===== src/rtl/ink_register_writer.sv =====
// ink_register_writer: palette ink writer for a CPU-facing gate array.
// Detects WR_n falling edges, decodes the data byte into pen selects or
// colour writes, and holds one colour write pending until the next
// pixel-boundary strobe (PIX_LOAD) so palette changes land on pixel edges.
//
// Optional feature macro: INK_WR_SYNC_EN
//   defined   -> WR_n passes a 2-flop synchroniser before edge detection
//                (capture happens 2 CLK_n cycles later; hold D accordingly)
//   undefined -> WR_n is sampled directly by the edge-history flop
//
// state | meaning
// ------+--------------------------------------------------------------
// IDLE  | no colour write outstanding
// PEND  | one captured colour write waiting for a PIX_LOAD edge to commit

module ink_register_writer (
  input  logic        CLK_n,
  input  logic        RESET,
  input  logic        WR_n,
  input  logic [7:0]  D,
  input  logic        PIX_LOAD,
  output logic [15:0] INKR0,
  output logic [15:0] INKR1,
  output logic [15:0] INKR2,
  output logic [15:0] INKR3,
  output logic [15:0] INKR4,
  output logic [4:0]  BORDER,
  output logic [4:0]  PEN,
  output logic        PENDING
);

  typedef enum logic {
    ST_IDLE = 1'b0,
    ST_PEND = 1'b1
  } state_t;

  state_t state_q, state_d;

  // Edge history for WR_n (reset to 1 so reset release never looks like an edge)
  logic wr_prev_q, wr_prev_d;
  logic wr_sampled;

  // Selected pen and border colour
  logic [4:0] pen_q, pen_d;
  logic [4:0] border_q, border_d;

  // One-entry pending buffer: target pen is frozen at capture time
  logic [4:0] tgt_q, tgt_d;
  logic [4:0] col_q, col_d;

  // Ink bit-planes: ink_q[b][p] is bit b of pen p's hardware colour
  logic [4:0][15:0] ink_q, ink_d;

  logic wr_fall;
  logic is_pen_sel;
  logic is_col_wr;
  logic commit;

  // D[5] carries no meaning for either command
  logic unused_d5;
  assign unused_d5 = D[5];

`ifdef INK_WR_SYNC_EN
  logic wr_s1_q, wr_s2_q;

  // Two-flop synchroniser for the asynchronous CPU strobe
  always_ff @(posedge CLK_n) begin
    if (RESET) begin
      wr_s1_q <= 1'b1;
      wr_s2_q <= 1'b1;
    end else begin
      wr_s1_q <= WR_n;
      wr_s2_q <= wr_s1_q;
    end
  end

  assign wr_sampled = wr_s2_q;
`else
  assign wr_sampled = WR_n;
`endif

  // Falling-edge detect and command decode
  always_comb begin
    wr_prev_d  = wr_sampled;
    wr_fall    = wr_prev_q & ~wr_sampled;
    is_pen_sel = wr_fall && (D[7:6] == 2'b00);
    is_col_wr  = wr_fall && (D[7:6] == 2'b01);
  end

  // Pending-write state machine: capture, force-commit and PIX_LOAD commit
  always_comb begin
    state_d = state_q;
    tgt_d   = tgt_q;
    col_d   = col_q;
    commit  = 1'b0;
    case (state_q)
      ST_IDLE: begin
        // No bypass: even with PIX_LOAD high the new entry only gets buffered
        if (is_col_wr) begin
          tgt_d   = pen_q;
          col_d   = D[4:0];
          state_d = ST_PEND;
        end
      end
      ST_PEND: begin
        if (is_col_wr) begin
          // A second write flushes the old entry immediately so none is lost
          commit  = 1'b1;
          tgt_d   = pen_q;
          col_d   = D[4:0];
          state_d = ST_PEND;
        end else if (PIX_LOAD) begin
          commit  = 1'b1;
          state_d = ST_IDLE;
        end
      end
      default: begin
        state_d = ST_IDLE;
      end
    endcase
  end

  // Pen select and commit of the buffered colour into ink planes or border
  always_comb begin
    pen_d    = pen_q;
    border_d = border_q;
    ink_d    = ink_q;
    if (is_pen_sel) begin
      pen_d = {D[4], D[4] ? 4'b0000 : D[3:0]};
    end
    if (commit) begin
      if (tgt_q[4]) begin
        border_d = col_q;
      end else begin
        for (int b = 0; b < 5; b++) begin
          ink_d[b][tgt_q[3:0]] = col_q[b];
        end
      end
    end
  end

  // State and datapath registers with synchronous reset
  always_ff @(posedge CLK_n) begin
    if (RESET) begin
      state_q   <= ST_IDLE;
      wr_prev_q <= 1'b1;
      pen_q     <= 5'h00;
      border_q  <= 5'h00;
      tgt_q     <= 5'h00;
      col_q     <= 5'h00;
      ink_q     <= '0;
    end else begin
      state_q   <= state_d;
      wr_prev_q <= wr_prev_d;
      pen_q     <= pen_d;
      border_q  <= border_d;
      tgt_q     <= tgt_d;
      col_q     <= col_d;
      ink_q     <= ink_d;
    end
  end

  assign INKR0   = ink_q[0];
  assign INKR1   = ink_q[1];
  assign INKR2   = ink_q[2];
  assign INKR3   = ink_q[3];
  assign INKR4   = ink_q[4];
  assign BORDER  = border_q;
  assign PEN     = pen_q;
  assign PENDING = (state_q == ST_PEND);

endmodule


===== config.mk =====
export PLATFORM = sky130hd
export DESIGN_NAME = ink_register_writer
export DESIGN_NICKNAME = d
export VERILOG_FILES = /design/src/rtl/ink_register_writer.sv
export SDC_FILE = /design/constraint.sdc
export NUM_CORES = 1
export LEC_CHECK = 0
export ABC_AREA = 1
export BUFFER_PORTS_ARGS = -buffer_cell sky130_fd_sc_hd__buf_2
export CORE_ASPECT_RATIO = 0.5
export CORE_MARGIN = 2
export CORE_UTILIZATION = 50
export DETAILED_ROUTE_END_ITERATION = 6
export PLACE_DENSITY = 0.74
export RECOVER_POWER = 25
export SLEW_MARGIN = 20
export SYNTH_ARGS = -nofsm -noshare
export SYNTH_HDL_FRONTEND = slang
export SYNTH_SLANG_ARGS = --single-unit

===== constraint.sdc =====
create_clock -name CLK_n -period 3.5 [get_ports CLK_n]
set_clock_uncertainty 0.1 [all_clocks]
set_input_delay 0.7 -clock CLK_n [delete_from_list [all_inputs] [get_ports CLK_n]]
set_output_delay 0.7 -clock CLK_n [all_outputs]
set_load 0.005 [all_outputs]

==> results of run 1 <==
metrics by stage:
stage / util, % / cell area [um2]
floorplan: - / 4470
global placement: 57.4 / 5000
detailed placement: 57.4 / 5000
CTS: 61.0 / 5310
global route: 60.8 / 5290
finish: 60.8 / 5290
layout make-up:
| cell class | instances | share of cell area (%) |
|---|---|---|
| clock inverter | 5 | 1.09 |
| tap | 117 | 2.77 |
| clock buffer | 11 | 4.78 |
| inverter | 90 | 6.48 |
| sequential | 102 | 38.6 |
| timing repair buffer | 103 | 9.76 |
| multi-input combinational | 421 | 36.5 |
worst min-delay path: stages, from the launching register on:
cell	delay, ns
dfxtp_1	0.31
nand2_1	0.06
a21oi_1	0.05
kinds of logic (layout without fill, tap and decap cells):
kind of cell	after synthesis	count (layout)	synth area share (%)
AND/OR/NAND/NOR	395	395	40.1
buffers and inverters	118	209	11.1
flip-flops	102	102	45.7
AO/OA/AOI/OAI	26	26	3.13
cells in the final DEF (no fill, tap or decap):
master	instances
inv_2	2
dfxtp_1	101
a21oi_1	12
a22oi_1	4
clkbuf_16	9
buf_12	1
clkinvlp_4	3
buf_2	88
or2_2	1
nor2_1	192
clkbuf_8	2
buf_4	1
nand3_1	1
clkinv_2	1
nand4_4	14
dfxtp_2	1
clkbuf_1	13
nand2_4	2
o21ai_0	10
nand4_2	2
inv_6	1
nor3_1	1
nand4_1	5
bufinv_16	1
nand2_1	175
inv_1	87
nor2_4	2
registers in the layout (all words and copies together), names as in the netlist:
register   flops
BORDER         5
INKR0         16
INKR1         16
INKR2         16
INKR3         16
INKR4         16
PEN            5
PENDING        1
col_q          5
tgt_q          5
wr_prev_q      1
per-layer routing:
metal | part of all wire (%) | global-route usage, % | vias up
met5 | 0 | 0 | -
met4 | 0.90 | 5.44 | 0
met3 | 6.9 | 5.88 | 8
met2 | 44 | 35.6 | 84
met1 | 48 | 27.6 | 1722
li1 | - | - | 2062
power breakdown:
| part | switching (mW) | internal, mW | leakage (nW) |
|---|---|---|---|
| Clock | 0.436 | 0.592 | 0.144 |
| Combinational | 0.0667 | 0.0241 | 2.04 |
| Sequential | 0.0237 | 1.17 | 0.823 |
how the worst max path moves through the flow:
| stage | startpoint | endpoint | slack, ns | cells past startpoint |
|---|---|---|---|---|
| after floorplan | WR_n | INKR0[10] | 1.83 | 7 |
| after global placement | WR_n | INKR1[1] | 1.23 | 8 |
| after detailed placement | WR_n | INKR0[1] | 1.16 | 8 |
| after CTS | WR_n | INKR0[1] | 1.53 | 8 |
| after global routing | RESET | INKR4[9] | 1.02 | 5 |
| final | RESET | INKR3[13] | 1.20 | 5 |
==> run_results.csv, run 1 <==
group,metric,value,unit
grt,grt_antenna_before_repair,0,
clock_tree,cts_sinks,102,
finish,drive_gt1_share,17.9,%
clock_tree,clkTransAtPathRegs,0.07,ns
clock_tree,clock_path_buffers,2,
drt,drc,0,
synthesis,syn_nets,653,
grt,grt_max_degree,52,
min_path,hold_class,"reg2reg",
floorplanning,core_area,0.00871,mm2
floorplanning,ios,103,
clock_tree,postCtsHoldBufs,0,
synthesis,synth_area,0.00447,mm2
synthesis,synth_area_leaders,"dfxtp_1 (46%), nor2_1 (16%), nand2_1 (15%)",
drt,drt_iter0_markers,228,
sta,fin_crit_sh,65.7,%
sta,hold_slack,0.362,ns
synthesis,yosys_warnings,0,
power,p_leak,3.00,nW
setup_path,cp.arrival,2.47,ns
sta,clock.fmax,0.435,GHz
synthesis,synthArstFlopShare,0,%
placed_design,post-place-ws,1.16,ns
grt,grt_pass1_vias,3508,
sta,fin_crit,2.30,ns
drt,firstDrtPassIters,5,
placed_design,dp_hpwl,6660,um
power,ir_drop,239,uV
floorplanning,die_w,138,um
synthesis,ys_ff_latch,102,
power,power,2.31,mW
floorplanning,die_area,0.00976,mm2
synthesis,synth_edf_count,0,
floorplanning,initial_core_util,51.4,%
finish,nets,739,
synthesis,ys_seq_area_share,45.7,%
clock_tree,htree_levels,3,
floorplanning,rows,24,
grt,grt_pass1_wl,16200,um
sta,finalSetupViolCount,0,
synthesis,syn-instance-count,641,
finish,final_cells,849,
setup_path,r2r_start,"wr_prev_q",
grt,overflow,0,
sta,setup_ws,1.20,ns
setup_path,path_cells,"clkbuf_1 > inv_1 > buf_12 > nand2_1 > nor2_1",
synthesis,syn_area_per_cell,6.98,um2
drt,via_per_inst,4.57,
finish,nFillCells,822,
sta,tightest_slew,1.20,ns
grt,grt.total_usage,21.3,%
setup_path,cpLargestDelayFamily,"buffers and inverters",
clock_tree,cts_buffers,9,
sta,finalSetupTns,0,ns
sta,maxSlewViolCount,0,
setup_path,cp_max_fo,51,
drt,wl_per_cell,11.7,um
clock_tree,clk_latency,0.34,ns
clock_tree,ctsRootBufferMaster,"clkbuf_16",
run,maxCapViolations,0,
finish,num_antenna_cells,0,
clock_tree,cts_resized,0,
clock_tree,cts_tree,"built",
setup_path,timing.rr.end,"INKR0[1]",
power,powerDensity,437,mW/mm2
synthesis,synth.distinct_cells,23,
setup_path,start_kind,"primary input",
drt,wirelength,9920,um
setup_path,crit_required,3.67,ns
synthesis,synth_top_area_share,45.7,%
drt,ant_nets,0,
synthesis,synthFlopType,"dfxtp_1",
sta,max_slew_margin,19.9,%
placed_design,portBuffers,101,
sta,grt_setup_unrepaired,"false",
floorplanning,die_h,70.9,um
finish,multiInputGateArea,0.00193,mm2
finish,seqCellArea,0.00204,mm2
clock_tree,postCtsSetupRepairBufs,0,
finish,areaGrowthSynthToFinish,18.4,%
min_path,worst_hold_path.endpoint,"BORDER[1]",
synthesis,yosysMostFrequentCell,"nor2_1",
setup_path,crit_type,"in2reg",
setup_path,crit_slowest_cell,"inv_1",
setup_path,rrSetupSlack,1.65,ns
sta,hold_violations,0,
setup_path,worst-path-buf-inv,3,
setup_path,r2r.worst_path.cells,8,
min_path,holdPathStages,2,
min_path,hp-start,"BORDER[1]",
placed_design,finalWeightedCongestion,0.779,
synthesis,synth_commonest_cells,"nor2_1 (192), nand2_1 (175), dfxtp_1 (102)",
setup_path,endpoint_kind,"flip-flop",
drt,num_vias,3876,
setup_path,critPathMaxStageDelay,0.95,ns
run_status,outcome,"finished, final reports clean",
synthesis,yosysTopAreaCell,"dfxtp_1",
placed_design,dpl.cell_count,833,
Power figures use the tool's default switching activity.
==> inputs of run 2 (changes only) <==
--- a/config.mk
+++ b/config.mk
@@ -9,7 +9,7 @@
 export BUFFER_PORTS_ARGS = -buffer_cell sky130_fd_sc_hd__buf_2
 export CORE_ASPECT_RATIO = 0.5
 export CORE_MARGIN = 2
-export CORE_UTILIZATION = 50
+export CORE_UTILIZATION = 48
 export DETAILED_ROUTE_END_ITERATION = 6
 export PLACE_DENSITY = 0.74
 export RECOVER_POWER = 25
==> constraint.sdc (replaced) <==
create_clock -name CLK_n -period 2.1 [get_ports CLK_n]
set_clock_uncertainty 0.1 [all_clocks]
set_input_delay 0.42 -clock CLK_n [delete_from_list [all_inputs] [get_ports CLK_n]]
set_output_delay 0.42 -clock CLK_n [all_outputs]
set_load 0.005 [all_outputs]
==> run 2 against run 1 <==
Effect of this change: count of clock-buffer cells in the layout down 1; via count up 2.6%; sequential cell count unchanged; design area up 2.2%; first-iteration DRC count down 12%; cell count up 0.94%; register-to-register slack worse by 1.2 ns; sequential power up 66%; largest power group unchanged; non-clock buffer count up 8; total power up 72%.
==> run_results.csv, run 2 (synthesis gave the netlist of run 1 again) <==
group,metric,value,unit
run_status,outcome,"finished, final reports clean",
setup_path,crit_required,2.27,ns
grt,grt_pass1_wl,17000,um
sta,clock.fmax,0.591,GHz
finish,drive_gt1_share,20.1,%
sta,hold_violations,0,
grt,grt.total_usage,21.3,%
drt,wl_per_cell,12.0,um
power,ir_drop,447,uV
sta,max_slew_margin,52.3,%
floorplanning,ios,103,
finish,num_antenna_cells,0,
clock_tree,htree_levels,3,
sta,finalSetupTns,0,ns
drt,wirelength,10300,um
setup_path,r2r_start,"wr_prev_q",
clock_tree,cts_buffers,9,
sta,maxSlewViolCount,0,
grt,grt_antenna_before_repair,0,
min_path,hold_class,"in2reg",
setup_path,start_kind,"primary input",
drt,via_per_inst,4.64,
finish,nets,747,
sta,fin_crit,1.69,ns
finish,finalInstanceArea,0.00541,mm2
clock_tree,cts_sinks,102,
setup_path,cp.arrival,1.87,ns
setup_path,crit_type,"in2reg",
finish,layout_common_cells,"nor2_1 (192), nand2_1 (175), dfxtp_1 (101)",
power,pwr-share-comb,4.8,%
power,switching_power,0.895,mW
grt,overflow,0,
floorplanning,die_area,0.0102,mm2
clock_tree,postCtsSetupRepairBufs,0,
drt,ant_nets,0,
finish,areaGrowthSynthToFinish,21.0,%
floorplanning,die_w,141,um
floorplanning,initial_core_util,50.3,%
grt,grt_max_degree,53,
setup_path,cp_max_fo,38,
power,pwr-share-seq,49.4,%
clock_tree,postCtsHoldBufs,0,
clock_tree,cts_resized,0,
placed_design,finalWeightedCongestion,0.816,
clock_tree,clk_latency,0.34,ns
power,p_leak,3.11,nW
finish,final_common_cell,"nor2_1",
sta,finalSetupViolCount,0,
setup_path,startpoint,"RESET",
setup_path,r2r.worst_path.cells,9,
run,maxCapViolations,0,
sta,tightest_slew,0.716,ns
setup_path,timing.rr.end,"INKR0[2]",
grt,grt_pass1_vias,3665,
sta,grt_setup_unrepaired,"false",
min_path,worst_hold_path.endpoint,"wr_prev_q",
power,p_clk_share,45.8,%
setup_path,endpoint_kind,"flip-flop",
placed_design,portBuffers,101,
setup_path,rrSetupSlack,0.41,ns
min_path,holdPathStages,2,
min_path,hp-start,"WR_n",
floorplanning,core_area,0.00889,mm2
drt,firstDrtPassIters,4,
drt,drc,0,
power,swShare,22.5,%
clock_tree,ctsRootBufferMaster,"clkbuf_16",
clock_tree,cts_tree,"built",
placed_design,dp_hpwl,7090,um
clock_tree,clock_path_buffers,2,
clock_tree,clkTransAtPathRegs,0.06,ns
floorplanning,die_h,72.3,um
drt,num_vias,3975,
drt,drt_iter0_markers,201,
sta,fin_crit_sh,80.6,%
floorplanning,rows,24,
power,p_int,3.09,mW
placed_design,dpl-instance-area,0.00508,mm2
power,powerDensity,736,mW/mm2
[run 2: cell types whose count changed in the layout (fill, tap and decap cells not counted), sizes merged]
| cell | previous run | this run |
|---|---|---|
| bufinv | 1 | 2 |
| clkbuf | 24 | 14 |
| buf | 90 | 107 |
| clkinv | 1 | 2 |
| inv | 90 | 91 |
| clkinvlp | 3 | 1 |
[run 2: per-stage QoR]
step                      power [mW]  cells  hold slack (ns)  utilization (%)  worst slack, ns
after floorplan                 2.15    641            0.357                -            0.713
after CTS                       4.04    857            0.197             60.9            0.406
after global routing            4.12    857            0.220             60.9            0.219
after detailed placement        2.21    841            0.351             57.2            0.212
after global placement          2.20    841            0.349             57.2            0.257
final                           3.98    857            0.216             60.9            0.407
[run 2: cell type report]
| type | instances | area (um2) |
|---|---|---|
| Tap cell | 117 | 146 |
| Fill cell | 852 | 3480 |
| Timing Repair Buffer | 111 | 612 |
| Inverter | 90 | 343 |
| Sequential cell | 102 | 2040 |
| Clock inverter | 6 | 93.8 |
| Multi-Input combinational cell | 421 | 1930 |
| Clock buffer | 10 | 239 |
[run 2: power groups by stage]
stage / logic (mW) / clock network [mW] / registers [mW]
after detailed placement: 0.192 / 0 / 2.01
after global routing: 0.210 / 1.94 / 1.97
final: 0.190 / 1.82 / 1.97
after global placement: 0.189 / 0 / 2.01
after floorplan: 0.146 / 0 / 2.00
after CTS: 0.193 / 1.87 / 1.97
[run 2: metal layers]
layer	global-route usage, %	vias to the layer above	routed length (um)
met5	0	-	0
met4	8.33	0	187
met3	6.27	18	660
met2	34.6	91	4580
met1	27.3	1777	4830
li1	-	2089	-
[run 2: critical path, stage by stage]
cell and delay, ns:
clkbuf_1 0.25, inv_1 0.20, clkbuf_2 0.59, o21ai_0 0.24
a21oi_1 0.16
[run 2: how the worst max path moves through the flow]
stage                           end  slack [ns]  cells after the start
after detailed placement   INKR2[2]        0.21                      8
after global routing       INKR4[4]        0.22                      9
after floorplan           INKR0[10]        0.71                      7
after CTS                   PENDING        0.41                      1
final                      tgt_q[0]        0.41                      5
after global placement     INKR1[2]        0.26                      8
==> inputs of run 3 (changes only) <==
--- a/config.mk
+++ b/config.mk
@@ -9,7 +9,7 @@
 export BUFFER_PORTS_ARGS = -buffer_cell sky130_fd_sc_hd__buf_2
 export CORE_ASPECT_RATIO = 0.5
 export CORE_MARGIN = 2
-export CORE_UTILIZATION = 48
+export CORE_UTILIZATION = 50
 export DETAILED_ROUTE_END_ITERATION = 6
 export PLACE_DENSITY = 0.74
 export RECOVER_POWER = 25
==> constraint.sdc (replaced) <==
create_clock -name CLK_n -period 1.7 [get_ports CLK_n]
set_clock_uncertainty 0.1 [all_clocks]
set_input_delay 0.34 -clock CLK_n [delete_from_list [all_inputs] [get_ports CLK_n]]
set_output_delay 0.34 -clock CLK_n [all_outputs]
set_load 0.005 [all_outputs]
==> run 3 against run 2 <==
Effect of this change: design area down 0.62%; non-clock buffer count is 2 higher; combinational power up 28%; via count down 1.3%; cell count rose by 0.23%.
==> run_results.csv, run 3 (synthesis gave the netlist of run 1 again) <==
group,metric,value,unit
run_status,outcome,"finished, final reports clean",
power,switching_power,1.09,mW
finish,drive_gt1_share,19.5,%
setup_path,r2r.worst_path.cells,9,
grt,grt_pass1_vias,3620,
sta,max_slew_margin,61.3,%
setup_path,rrSetupSlack,0.15,ns
run,maxCapViolations,0,
grt,grt_pass1_wl,16900,um
setup_path,cp.arrival,1.72,ns
floorplanning,die_area,0.00976,mm2
power,pwr-share-seq,53.0,%
setup_path,endpoint_kind,"flip-flop",
setup_path,startpoint,"wr_prev_q",
clock_tree,cts_resized,0,
setup_path,cpLargestDelayFamily,"simple AND/OR/NAND/NOR gates",
drt,drc,0,
setup_path,worst-path-buf-inv,2,
drt,via_per_inst,4.57,
grt,overflow,0,
sta,maxSlewViolCount,0,
floorplanning,core_area,0.00871,mm2
sta,clock.fmax,0.646,GHz
floorplanning,die_h,70.9,um
clock_tree,postCtsSetupRepairBufs,0,
power,powerDensity,854,mW/mm2
power,p_leak,3.07,nW
clock_tree,cts_buffers,9,
finish,nets,749,
drt,wl_per_cell,11.9,um
floorplanning,die_w,138,um
setup_path,cp_max_fo,10,
sta,grt_setup_unrepaired,"false",
clock_tree,ctsRootBufferMaster,"clkbuf_16",
sta,finalSetupViolCount,0,
clock_tree,postCtsHoldBufs,0,
power,p_int,3.51,mW
finish,final_common_cell,"nor2_1",
power,pwr-share-comb,5.3,%
sta,fin_crit,1.55,ns
clock_tree,clock_path_buffers,2,
setup_path,cp.depth,9,
clock_tree,clk_latency,0.35,ns
finish,num_antenna_cells,0,
setup_path,setup.worst_path.end,"INKR2[1]",
clock_tree,htree_levels,3,
setup_path,critPathMaxStageDelay,0.31,ns
drt,num_vias,3925,
power,p_clk_share,41.8,%
power,ir_drop,551,uV
finish,post-route-util,61.7,%
drt,firstDrtPassIters,4,
floorplanning,rows,24,
sta,fin_crit_sh,91.1,%
setup_path,crit_type,"reg2reg",
min_path,hold_class,"in2reg",
sta,finalSetupTns,0,ns
drt,drt_iter0_markers,182,
setup_path,start_kind,"flip-flop",
finish,layout_common_cells,"nor2_1 (192), nand2_1 (175), dfxtp_1 (101)",
drt,wirelength,10200,um
grt,grt.total_usage,22.0,%
finish,areaGrowthSynthToFinish,20.2,%
grt,grt_antenna_before_repair,0,
floorplanning,ios,103,
drt,ant_nets,0,
sta,hold_violations,0,
setup_path,crit_required,1.87,ns
sta,tightest_slew,0.580,ns
setup_path,crit_slowest_cell,"dfxtp_1",
placed_design,portBuffers,101,
setup_path,path_cells,"inv_1 > nor2_4 > nand2_4 > nand2_4 > buf_4 > nand4_2 > nand2_1 > nand2_1 > nor2_1",
clock_tree,cts_tree,"built",
floorplanning,initial_core_util,51.4,%
setup_path,r2r_start,"wr_prev_q",
placed_design,dp_hpwl,6990,um
grt,grt_max_degree,47,
clock_tree,clkTransAtPathRegs,0.06,ns
power,swShare,23.7,%
setup_path,timing.rr.end,"INKR2[1]",
clock_tree,cts_sinks,102,
placed_design,finalWeightedCongestion,0.812,
==> run 3: cell types whose count changed in the layout (fill, tap and decap cells not counted) <==
cell | previous run | this run
buf_12 | 3 | 4
buf_2 | 98 | 92
buf_4 | 6 | 8
bufinv_16 | 2 | 0
clkbuf_1 | 3 | 9
clkbuf_2 | 1 | 0
clkinv_2 | 0 | 3
clkinv_4 | 2 | 0
clkinvlp_4 | 1 | 3
inv_6 | 2 | 1
==> run 3: worst min-delay path by stage <==
| stage | cells after the start | start | endpoint | slack (ns) |
|---|---|---|---|---|
| floorplan | 1 | RESET | PEN[4] | 0.32 |
| global placement | 2 | BORDER[4] | BORDER[4] | 0.35 |
| detailed placement | 2 | BORDER[2] | BORDER[2] | 0.35 |
| CTS | 2 | WR_n | wr_prev_q | 0.12 |
| global route | 2 | WR_n | wr_prev_q | 0.14 |
| finish | 2 | WR_n | wr_prev_q | 0.13 |
==> run 3: power groups by stage <==
stage,sequential [mW],clock (mW),combinational (mW)
2_1_floorplan,2.47,0,0.180
3_3_place_gp,2.49,0,0.244
3_5_place_dp,2.49,0,0.247
4_1_cts,2.43,1.96,0.249
5_1_grt,2.43,2.06,0.267
6_report,2.43,1.92,0.243
==> run 3: final cells by class <==
type / instances / area, um2
clock buffers: 10 / 239
clock inverters: 6 / 37.5
fillers: 814 / 3330
inverters: 90 / 343
multi-input cells: 421 / 1930
flip-flops and latches: 102 / 2040
well taps: 117 / 146
repair buffers: 113 / 634
==> run 3: per-layer routing <==
metal / share of wire (%) / wire [um] / GRT usage, % / vias up
met5: 0 / 0 / 0 / -
met4: 1.0 / 106 / 6.35 / 0
met3: 6.0 / 616 / 5.09 / 8
met2: 47 / 4770 / 35.9 / 87
met1: 46 / 4730 / 29.6 / 1736
li1: - / - / - / 2094
==> run 3: metrics by stage <==
stage               std cells  instance area [um2]  worst slack, ns  power (mW)  hold slack (ns)
finish                    859                 5380            0.151        4.59            0.126
CTS                       859                 5400            0.176        4.64            0.122
detailed placement        843                 5120           0.0567        2.73            0.352
global route              859                 5380           0.0453        4.76            0.143
global placement          843                 5120            0.115        2.73            0.349
floorplan                 641                 4470            0.384        2.65            0.319
==> run 3: worst register-to-register path, delay by kind of cell, from the launching register on <==
family | cells | cell delay, ns
flops | 1 | 0.31
simple gates | 7 | 0.86
buf+inv | 2 | 0.22
